### config.mk
export PLATFORM = sky130hd
export DESIGN_NAME = bpd_update_queue
export DESIGN_NICKNAME = d
export VERILOG_FILES = /design/src/rtl/bpd_pkg.sv /design/src/rtl/bpd_ptr_ctr.sv /design/src/rtl/bpd_update_queue.sv
export SDC_FILE = /design/constraint.sdc
export NUM_CORES = 1
export LEC_CHECK = 0
export ABC_CLOCK_PERIOD_IN_PS = 18800
export BUFFER_PORTS_ARGS = -buffer_cell sky130_fd_sc_hd__buf_2
export CORE_MARGIN = 3
export CORE_UTILIZATION = 55
export CTS_BUF_LIST = sky130_fd_sc_hd__clkbuf_8
export DETAILED_ROUTE_END_ITERATION = 6
export GPL_ROUTABILITY_DRIVEN = 0
export HOLD_SLACK_MARGIN = 0.02
export PLACE_DENSITY = 0.77
export SYNTH_ARGS = -nofsm -noshare
export SYNTH_HDL_FRONTEND = slang
export SYNTH_HIERARCHICAL = 1
export SYNTH_SLANG_ARGS = --single-unit
### constraint.sdc
create_clock -name clock -period 18.8 [get_ports clock]
set_input_delay 2.82 -clock clock [delete_from_list [all_inputs] [get_ports clock]]
set_output_delay 2.82 -clock clock [all_outputs]
set_load 0.02 [all_outputs]
### src/rtl/bpd_pkg.sv
// Shared branch-predictor update packet types.
// Field order follows the commit packet layout, meta_0 in the LSBs.
package bpd_pkg;

  localparam int BPD_UPDATE_W = 168;

  typedef struct packed {
    logic [15:0] old_history;
    logic        current_saw_branch_not_taken;
    logic        new_saw_branch_not_taken;
    logic        new_saw_branch_taken;
    logic [4:0]  ras_idx;
  } bpd_ghist_t;

  typedef struct packed {
    logic       valid;
    logic [1:0] bits;
  } bpd_cfi_idx_t;

  typedef struct packed {
    logic         is_mispredict_update;
    logic         is_repair_update;
    logic [3:0]   btb_mispredicts;
    logic [39:0]  pc;
    logic [3:0]   br_mask;
    bpd_cfi_idx_t cfi_idx;
    logic         cfi_taken;
    logic         cfi_mispredicted;
    logic         cfi_is_br;
    logic         cfi_is_jal;
    logic         cfi_is_jalr;
    bpd_ghist_t   ghist;
    logic         lhist_0;
    logic [39:0]  target;
    logic [44:0]  meta_0;
  } bpd_update_t;

endpackage

### src/rtl/bpd_ptr_ctr.sv
// Wrap-bit queue pointer: increments mod 2*DEPTH, clears on flush.
module bpd_ptr_ctr #(
  parameter int W = 3
) (
  input  logic         clock,
  input  logic         reset,
  input  logic         inc_i,
  input  logic         clr_i,
  output logic [W-1:0] ptr_o
);

  logic [W-1:0] ptr_q, ptr_d;

  always_comb begin
    ptr_d = ptr_q;
    if (clr_i)      ptr_d = '0;
    else if (inc_i) ptr_d = ptr_q + 1'b1;
  end

  always_ff @(posedge clock) begin
    if (!reset) ptr_q <= '0;
    else        ptr_q <= ptr_d;
  end

  assign ptr_o = ptr_q;

endmodule

### src/rtl/bpd_update_queue.sv
// Commit-side FIFO feeding the low-priority predictor update port.
// Flush empties it in one cycle and counts discarded entries.
module bpd_update_queue
  import bpd_pkg::*;
#(
  parameter int DEPTH = 4,
  parameter int PKT_W = BPD_UPDATE_W
) (
  input  logic                     clock,
  input  logic                     reset,
  input  logic                     io_enq_valid,
  output logic                     io_enq_ready,
  input  logic [PKT_W-1:0]         io_enq_bits,
  output logic                     io_deq_valid,
  input  logic                     io_deq_ready,
  output logic [PKT_W-1:0]         io_deq_bits,
  input  logic                     io_flush,
  output logic [$clog2(DEPTH):0]   io_count,
  output logic [7:0]               io_drop_count
);

  localparam int IW = $clog2(DEPTH);
  localparam int PW = IW + 1;

  logic [PW-1:0]    head, tail;
  logic [PKT_W-1:0] mem_q [DEPTH];
  logic             empty, full;
  logic             enq_fire, deq_fire;
  logic [7:0]       drop_q, drop_d;
  logic [8:0]       drop_sum;

  assign empty = (head == tail);
  assign full  = (head[IW-1:0] == tail[IW-1:0])
              && (head[IW] != tail[IW]);

  assign io_enq_ready = ~full;
  assign io_deq_valid = ~empty;
  assign io_deq_bits  = mem_q[head[IW-1:0]];
  assign io_count     = tail - head;

  assign enq_fire = io_enq_valid & ~full;
  assign deq_fire = ~empty & io_deq_ready;

  bpd_ptr_ctr #(.W(PW)) u_tail (
    .clock (clock),
    .reset (reset),
    .inc_i (enq_fire & ~io_flush),
    .clr_i (io_flush),
    .ptr_o (tail)
  );

  bpd_ptr_ctr #(.W(PW)) u_head (
    .clock (clock),
    .reset (reset),
    .inc_i (deq_fire & ~io_flush),
    .clr_i (io_flush),
    .ptr_o (head)
  );

  always_ff @(posedge clock) begin
    if (reset && enq_fire && !io_flush)
      mem_q[tail[IW-1:0]] <= io_enq_bits;
  end

  // The head packet consumed in a flush cycle is handed off, not dropped.
  assign drop_sum = {1'b0, drop_q} + 9'(io_count) - 9'(deq_fire);

  always_comb begin
    drop_d = drop_q;
    if (io_flush)
      drop_d = drop_sum[8] ? 8'hFF : drop_sum[7:0];
  end

  always_ff @(posedge clock) begin
    if (!reset) drop_q <= '0;
    else        drop_q <= drop_d;
  end

  assign io_drop_count = drop_q;

endmodule

**Word-level counts from Yosys, hierarchy flattened**

Memories as Yosys holds them, arrays and structs flattened. A register that Yosys moved wholly into a read port is not among the register bits.
Cells that the tools add are included.
W data, S select, Z words.

- Flip-flop bits (word level): 14
- Latch bits: 0
- Memory bits (writable): 672
- Bits in read-only memories: 0
- Output and inout bits: 181
- Word-level logic and storage cells: 30
- Memories kept: 1

- Add/subtract/negate cells: 5
- $mul: 0
- Div/mod/pow operators: 0
- Order comparisons: 0
- Eq/ne operators: 3
- Shift-type cells: 0
- Mux-type cells: 5
- Bitwise gates (word level): 8
- Reductions and logical operators: 5

Memories:

| memory | depth | bits a word | rd ports | clocked after Yosys merged registers in | write ports | RTL line | text |
|---|---|---|---|---|---|---|---|
| mem_q | 4 | 168 | 1 | 1 | 1 | bpd_update_queue.sv:26 | `logic [PKT_W-1:0] mem_q [DEPTH];` |

Operators with widths:

| kind | number |
|---|---|
| $add A8 B3 Y9 | 1 |
| $sub A9 B1 Y9 | 1 |
| $mux W8 | 1 |
| $add A3 B1 Y3 const B | 2 |
| $and A1 B1 Y1 | 4 |
| $mux W2 | 2 |
| $not A1 Y1 | 4 |
| $eq A3 B3 Y1 | 1 |
| $logic_and A1 B1 Y1 | 3 |
| $sub A3 B3 Y3 | 1 |
| $eq A2 B2 Y1 | 1 |
| $mux W1 | 2 |
| $reduce_or A2 Y1 | 1 |
| $logic_not A1 Y1 | 1 |
| $ne A1 B1 Y1 | 1 |

**Depth between registers and ports, before layout**

Gate-level depths: netlist of run 1.

- Depth in word-level cells: 8
- Depth in mapped cells: 16

**Hierarchy**

The synthesis of run 1 kept the hierarchy.

By module, submodules not included:

| module | times used | cells an instance | area each (sq um) | seq. area each (sq um) |
|---|---|---|---|---|
| bpd_update_queue | 1 | 991 | 25090.3 | 20339.5 |
| bpd_ptr_ctr | 2 | 12 | 127.6 | 60.1 |

**Worst setup path after synthesis of run 1**

Ideal clock, no wire load.

- Path kind: in2reg
- Start: input port io_flush
- End: memory mem_q[2][0] (netlist bit) (enable)
- Data arrival time: 14.716 ns
- Required time: 17.897 ns
- Path slack: 3.181 ns
- Cell stages on the path: 4
- Cells stage by stage: buf_4 -> and3b_1 -> nand2_1 -> nor3_1

- Word-level cells in the longest chain between the ends: 4

RTL lines:

| element | RTL line | text |
|---|---|---|
| from (decl) | bpd_update_queue.sv:17 | `input logic io_flush,` |
| $logic_not A1 Y1 | bpd_update_queue.sv:61 | `if (reset && enq_fire && !io_flush)` |
| $logic_and A1 B1 Y1 | bpd_update_queue.sv:61 |  |
| $mux W1 | bpd_update_queue.sv:61 |  |
| $mux W1 (implied by the code) | bpd_update_queue.sv:62 | `mem_q[tail[IW-1:0]] <= io_enq_bits;` |
| to (decl) | bpd_update_queue.sv:26 |  |

No other way between the ends.

==> metrics, run 1 <==
run status=finished clean; fillers=2975; CP Launch Type=register; achievable clock frequency=162 MHz; Core Region=45500 um2; FP Rows=78; Initial DRC Count=821; synth unique cells=45; WL/cell=23.2 um; RSZ-0062 raised after global routing=no; post-CTS sizing=0; Synth Area in XOR/XNOR=0.346%; fin crit period=6.17 ns; clk_lat worst skew=about 0.71 ns; # hold bufs at CTS=0; total track usage=20.6%; Antenna Nets Post-Route=0; drt pass-1 iters=5; Post-Synthesis Cells=between 1k and 1.5k; period utilisation layout=approximately 33%; Post-Synthesis Cell Area=25300 um2; Critical Path End Type=output pin; worst-path fanout max=50; vias after detailed routing=12.0k; Synth Area in Compound Gates=1.15%; Arr. time, crit path=3.35 ns; largest family of logic cells by synthesized area=multiplexers; CP max stage delay=0.65 ns; synthesis-to-layout area growth=17.4%; Avg Cell Area, Syn=around 25 um2; synthesis-stage register bit count=686; Worst Clk Skew=between 0.04 and 0.05 ns; Slowest-stage cell, CP=dfxtp_4; initial antenna violation count=21; Leakage=10.0 nW; layout net count=1644; sequential area share after synthesis=80.7%; Slew @ Worst Pin=0.967 ns; number of setup buffers added after CTS=0; Die ar.=48700 um2; Num CTS Buffers=105; vias in the first global route=12.5k; grt ovf=0; via/cell ratio=between 5 and 6; worst-path cell chain=buf_4 -> buf_4 -> mux4_2 -> buf_2; Root Driver=clkbuf_8; Adder-Cell Fraction of Synth Area=less than 1%; Slew Limit Fails=0; pwr/cell area=101 nW/um2; ratio of cells with drive above 1 in the final layout=44.0%; Reg2Reg Depth=14; CTS tree=done; post-synthesis mux area share=roughly 15%; first-pass GRT wire length=about 74000 um; die height=221 um; syn_nets=about 1.2k; DRC Markers=0; CTS Buffer Depth=3; critical path class=reg -> out; Max Cap Viol=0; Hold Crit Depth=1; H-tree levels=3; Setup-failing EPs final=0; PortBufs=353; Final Power=approximately 0.003 W; CTS Sinks=686; Die Span X=221 um; Ports=354; data required time at the worst endpoint=around 16 ns; setup_tns=0 ns; largest net degree at the start of global routing=94; Initial Util=55.7%; final wirelength=roughly 50000 um; Post-Synth Simple-Gate Area=0.716%; crit-path most repeated cell=buf_4; Hold WC Path Type=reg -> reg; Yosys warnings=6; final hold vios=0; Clock Pin Slew Worst Setup and Hold Paths=0.06 ns; Slew HR=about 36%; Post-DP HPWL=30400 um; Max VDD drop=0.0811 mV
-- path summary, 6_finish.rpt --
kind | slack, ns | end | from
worst max register to register | 14.45 | io_drop_count[6] | u_head/ptr_o[1]
worst max-delay path | 12.63 | io_deq_bits[47] | u_head/ptr_o[1]
worst min register to register | 0.59 | io_drop_count[0] | io_drop_count[0]
worst min-delay path | 0.59 | io_drop_count[0] | io_drop_count[0]
-- Yosys cell counts (all sizes together) --
library cell | n | share of area [%]
nor3 | 5 | 0.099
xnor2 | 7 | 0.24
a21boi | 1 | 0.030
fa | 2 | 0.16
o211ai | 3 | 0.14
a21oi | 9 | 0.24
nand4 | 1 | 0.025
o31ai | 1 | 0.030
edfxtp | 672 | 80
nand2b | 2 | 0.049
nor3b | 1 | 0.030
o22ai | 1 | 0.049
a2111oi | 1 | 0.035
xor2 | 3 | 0.10
a221oi | 1 | 0.035
a311oi | 1 | 0.059
buf | 32 | 0.60
nor2b | 2 | 0.049
o21bai | 1 | 0.030
mux4 | 168 | 15
dfxtp | 14 | 1.1
and2 | 1 | 0.025
a21o | 2 | 0.059
inv | 25 | 0.37
clkbuf | 10 | 0.19
nor2 | 7 | 0.10
o21ai | 1 | 0.020
a21bo | 2 | 0.079
and3b | 1 | 0.035
nand3b | 3 | 0.089
nand3 | 5 | 0.099
or3 | 1 | 0.025
nand2 | 3 | 0.044
a32oi | 1 | 0.035
o221a | 7 | 0.31
ha | 15 | 0.74
or4 | 1 | 0.044
mux2i | 2 | 0.079
-- metal layers --
layer | share of wire [%] | GRT usage (%)
met5 | 0.21 | 0
met4 | 2.7 | 9.34
met3 | 8.6 | 6.91
met2 | 51 | 32.5
met1 | 37 | 26.5
-- area by class of cell --
cell class              instances  area, um2  area share, %
well taps                     600        751           2.52
clock inverters                84        402           1.35
inverters                      25       93.8          0.315
clock buffers                 106       1460           4.90
repair buffers                374       1940           6.51
multi-input cells             262       4610           15.5
diodes                         14       35.0          0.118
flip-flops and latches        686      20500           68.8
-- logic make-up (layout without fill, tap and decap cells) --
group,count (synthesis),after routing
xor gates and xnor gates,10,10
other,0,14
AOI/OAI and AO/OA,32,32
and+or+nand+nor,33,33
DFF,686,686
adders and majority gates,17,17
muxes,170,170
buffers and inverters,67,589
-- worst max-delay path: cells and delay by family (launching register included) --
family | cells | cell delay, ns
buffers and inverters | 3 | 1.46
DFF | 1 | 0.65
muxes | 1 | 0.45
-- stage by stage --
| stage | cells | utilization, % | setup slack [ns] | hold slack, ns | cell area [um2] |
|---|---|---|---|---|---|
| 2_1_floorplan | 1015 | - | 3.18 | 0.482 | 25300 |
| 3_3_place_gp | 1947 | 61.3 | 13.28 | 0.544 | 27900 |
| 3_5_place_dp | 1947 | 61.3 | 13.31 | 0.575 | 27900 |
| 4_1_cts | 2137 | 65.4 | 12.49 | 0.588 | 29700 |
| 5_1_grt | 2146 | 65.4 | 12.43 | 0.612 | 29700 |
| 6_report | 2151 | 65.4 | 12.63 | 0.592 | 29800 |
-- sequential cells by signal (all words and copies together) (netlist names) --
signal         cells
u_head/ptr_o       3
io_drop_count      8
u_tail/ptr_o       3
mem_q            672
-- report_power, final --
group          internal, W  total [W]  switching (W)
Sequential         0.00170    0.00171     0.00000997
Clock             0.000540    0.00108       0.000543
Combinational    0.0000802   0.000200       0.000119
Total              0.00232    0.00299       0.000673
-- placed cells by master, fill, tap and decap left out, drive strengths merged, types with 3 or more instances in the layout --
cell type and instances:
nor2 7, dfxtp 14, xnor2 7, xor2 3, nand3 5, o211ai 3, mux4 168, edfxtp 672
ha 15, o221a 7, nand2 3, diode 14, nand3b 3, inv 62, clkbuf 106, buf 374
nor3 5, clkinv 44, a21oi 9
(Power assumes the default switching activity.)
==> run 2, diff against run 1 <==
--- a/config.mk
+++ b/config.mk
@@ -5,7 +5,7 @@
 export SDC_FILE = /design/constraint.sdc
 export NUM_CORES = 1
 export LEC_CHECK = 0
-export ABC_CLOCK_PERIOD_IN_PS = 18800
+export ABC_CLOCK_PERIOD_IN_PS = 5700
 export BUFFER_PORTS_ARGS = -buffer_cell sky130_fd_sc_hd__buf_2
 export CORE_MARGIN = 3
 export CORE_UTILIZATION = 55
==> constraint.sdc (replaced) <==
create_clock -name clock -period 5.7 [get_ports clock]
set_input_delay 0.855 -clock clock [delete_from_list [all_inputs] [get_ports clock]]
set_output_delay 0.855 -clock clock [all_outputs]
set_load 0.02 [all_outputs]
==> metrics, run 2 (synthesis gave the netlist of run 1 again) <==
final hold vios=0; run status=finished clean; Setup-failing EPs final=0; Die ar.=48700 um2; vias in the first global route=about 12k; achievable clock frequency=253 MHz; leading cell type in the layout, fill and taps excluded=edfxtp_1; Root Driver=clkbuf_8; CTS tree=done; initial antenna violation count=17; clk_lat worst skew=about 0.7 ns; ratio of cells with drive above 1 in the final layout=45.1%; CTS Sinks=686; Die Span X=between 200 and 250 um; vias after detailed routing=12.0k; Antenna Nets Post-Route=0; via/cell ratio=5.60; worst-path fanout max=slightly above 100; DRC Markers=0; Setup WS pre-CTS=1.99 ns; CP max stage delay=0.76 ns; Initial Util=55.7%; Slew @ Worst Pin=1.04 ns; fin crit period=about 4 ns; setup ws final=1.74 ns; period utilisation layout=69.4%; Arr. time, crit path=3.10 ns; fillers=roughly 2.9k; Core Region=45500 um2; worst-path cell chain=buf_12 -> mux4_2 -> buf_2; drt pass-1 iters=4; FP Rows=78; Hold WC Path Type=in -> reg; number of setup buffers added after CTS=0; WHS=0.367 ns; Slew Limit Fails=0; grt ovf=0; max FFs per register=672; Inst Count DP=1940; final wirelength=49500 um; Design Area, Final=29900 um2; Ports=approximately 350; die height=221 um; post-route insts no fill=2147; total track usage=20.2%; Leakage=roughly 10 nW; first-pass GRT wire length=72900 um; layout net count=1637; pwr/cell area=334 nW/um2; # hold bufs at CTS=0; H-tree levels=3; Num CTS Buffers=between 100 and 150; most frequent cells in the layout=edfxtp_1, buf_2, mux4_2; Clock Pin Slew Worst Setup and Hold Paths=about 0.070 ns; Max Cap Viol=0; Slew HR=31.0%; Post-DP HPWL=29800 um; PortBufs=353; Worst Clk Skew=0.0353 ns; post-CTS sizing=0; WL/cell=23.1 um; critical path class=reg -> out; CP Launch Type=register; Slowest-stage cell, CP=dfxtp_4; data required time at the worst endpoint=around 4.9 ns; Placed Instance Area=27900 um2; RSZ-0062 raised after global routing=no; Initial DRC Count=871; Final Power=0.0100 W; Critical Path End Type=output pin; synthesis-to-layout area growth=18.1%; Max VDD drop=0.268 mV; largest net degree at the start of global routing=105; CTS Buffer Depth=3
run 2: cell count changes in the layout (fill, tap and decap cells not counted), sizes merged:
cell    delta
inv        -9
clkinv     +4
clkbuf     +5
buf        -7
diode      +2
bufinv     +1
run 2: worst max-delay path: cells and delay by family (launching register included):
kind | cells | cell delay, ns
multiplexers | 1 | 0.64
buffers and inverters | 2 | 0.77
flip-flops | 1 | 0.76
run 2: area by class of cell:
class	count	area [um2]	area share, %
well taps	600	751	2.51
flip-flops and latches	686	20500	68.4
diodes	16	40.0	0.134
repair buffers	367	1970	6.59
clock inverters	80	405	1.35
multi-input cells	262	4660	15.6
inverters	25	98.8	0.330
clock buffers	111	1530	5.11
run 2: final timing paths:
path | from | endpoint | slack (ns) | depth (start not counted)
setup / recovery | u_head/ptr_o[0] | io_deq_bits[50] | 1.74 | 3
hold reg to reg | io_drop_count[1] | io_drop_count[1] | 0.57 | 1
hold / removal | io_enq_bits[56] | mem_q[0][56] | 0.37 | 1
setup reg to reg | u_head/ptr_o[1] | io_drop_count[3] | 1.99 | 13
run 2: per-layer routing:
| layer | global-route usage, % | routed length (um) | vias to the layer above | share of wire, % |
|---|---|---|---|---|
| met5 | 0 | 45 | - | 0.091 |
| met4 | 9.23 | 1620 | 6 | 3.3 |
| met3 | 7.15 | 3910 | 98 | 7.9 |
| met2 | 32.1 | 25200 | 409 | 51 |
| met1 | 25.2 | 18700 | 6268 | 38 |
| li1 | - | - | 5246 | - |
run 2: stage by stage:
| stage | utilization (%) | TNS, ns |
|---|---|---|
| CTS | 65.7 | 0 |
| detailed placement | 61.5 | 0 |
| global route | 65.8 | 0 |
| global placement | 61.5 | 0 |
| floorplan | - | -195.19 |
| finish | 65.8 | 0 |
run 2: power breakdown:
part / switching [W] / leakage [nW] / total, W / internal (W)
clock network: 0.00180 / 1.10 / 0.00370 / 0.00190
logic: 0.000395 / 2.77 / 0.000661 / 0.000266
registers: 0.0000341 / 6.19 / 0.00564 / 0.00560
total: 0.00223 / 10.1 / 0.0100 / 0.00777
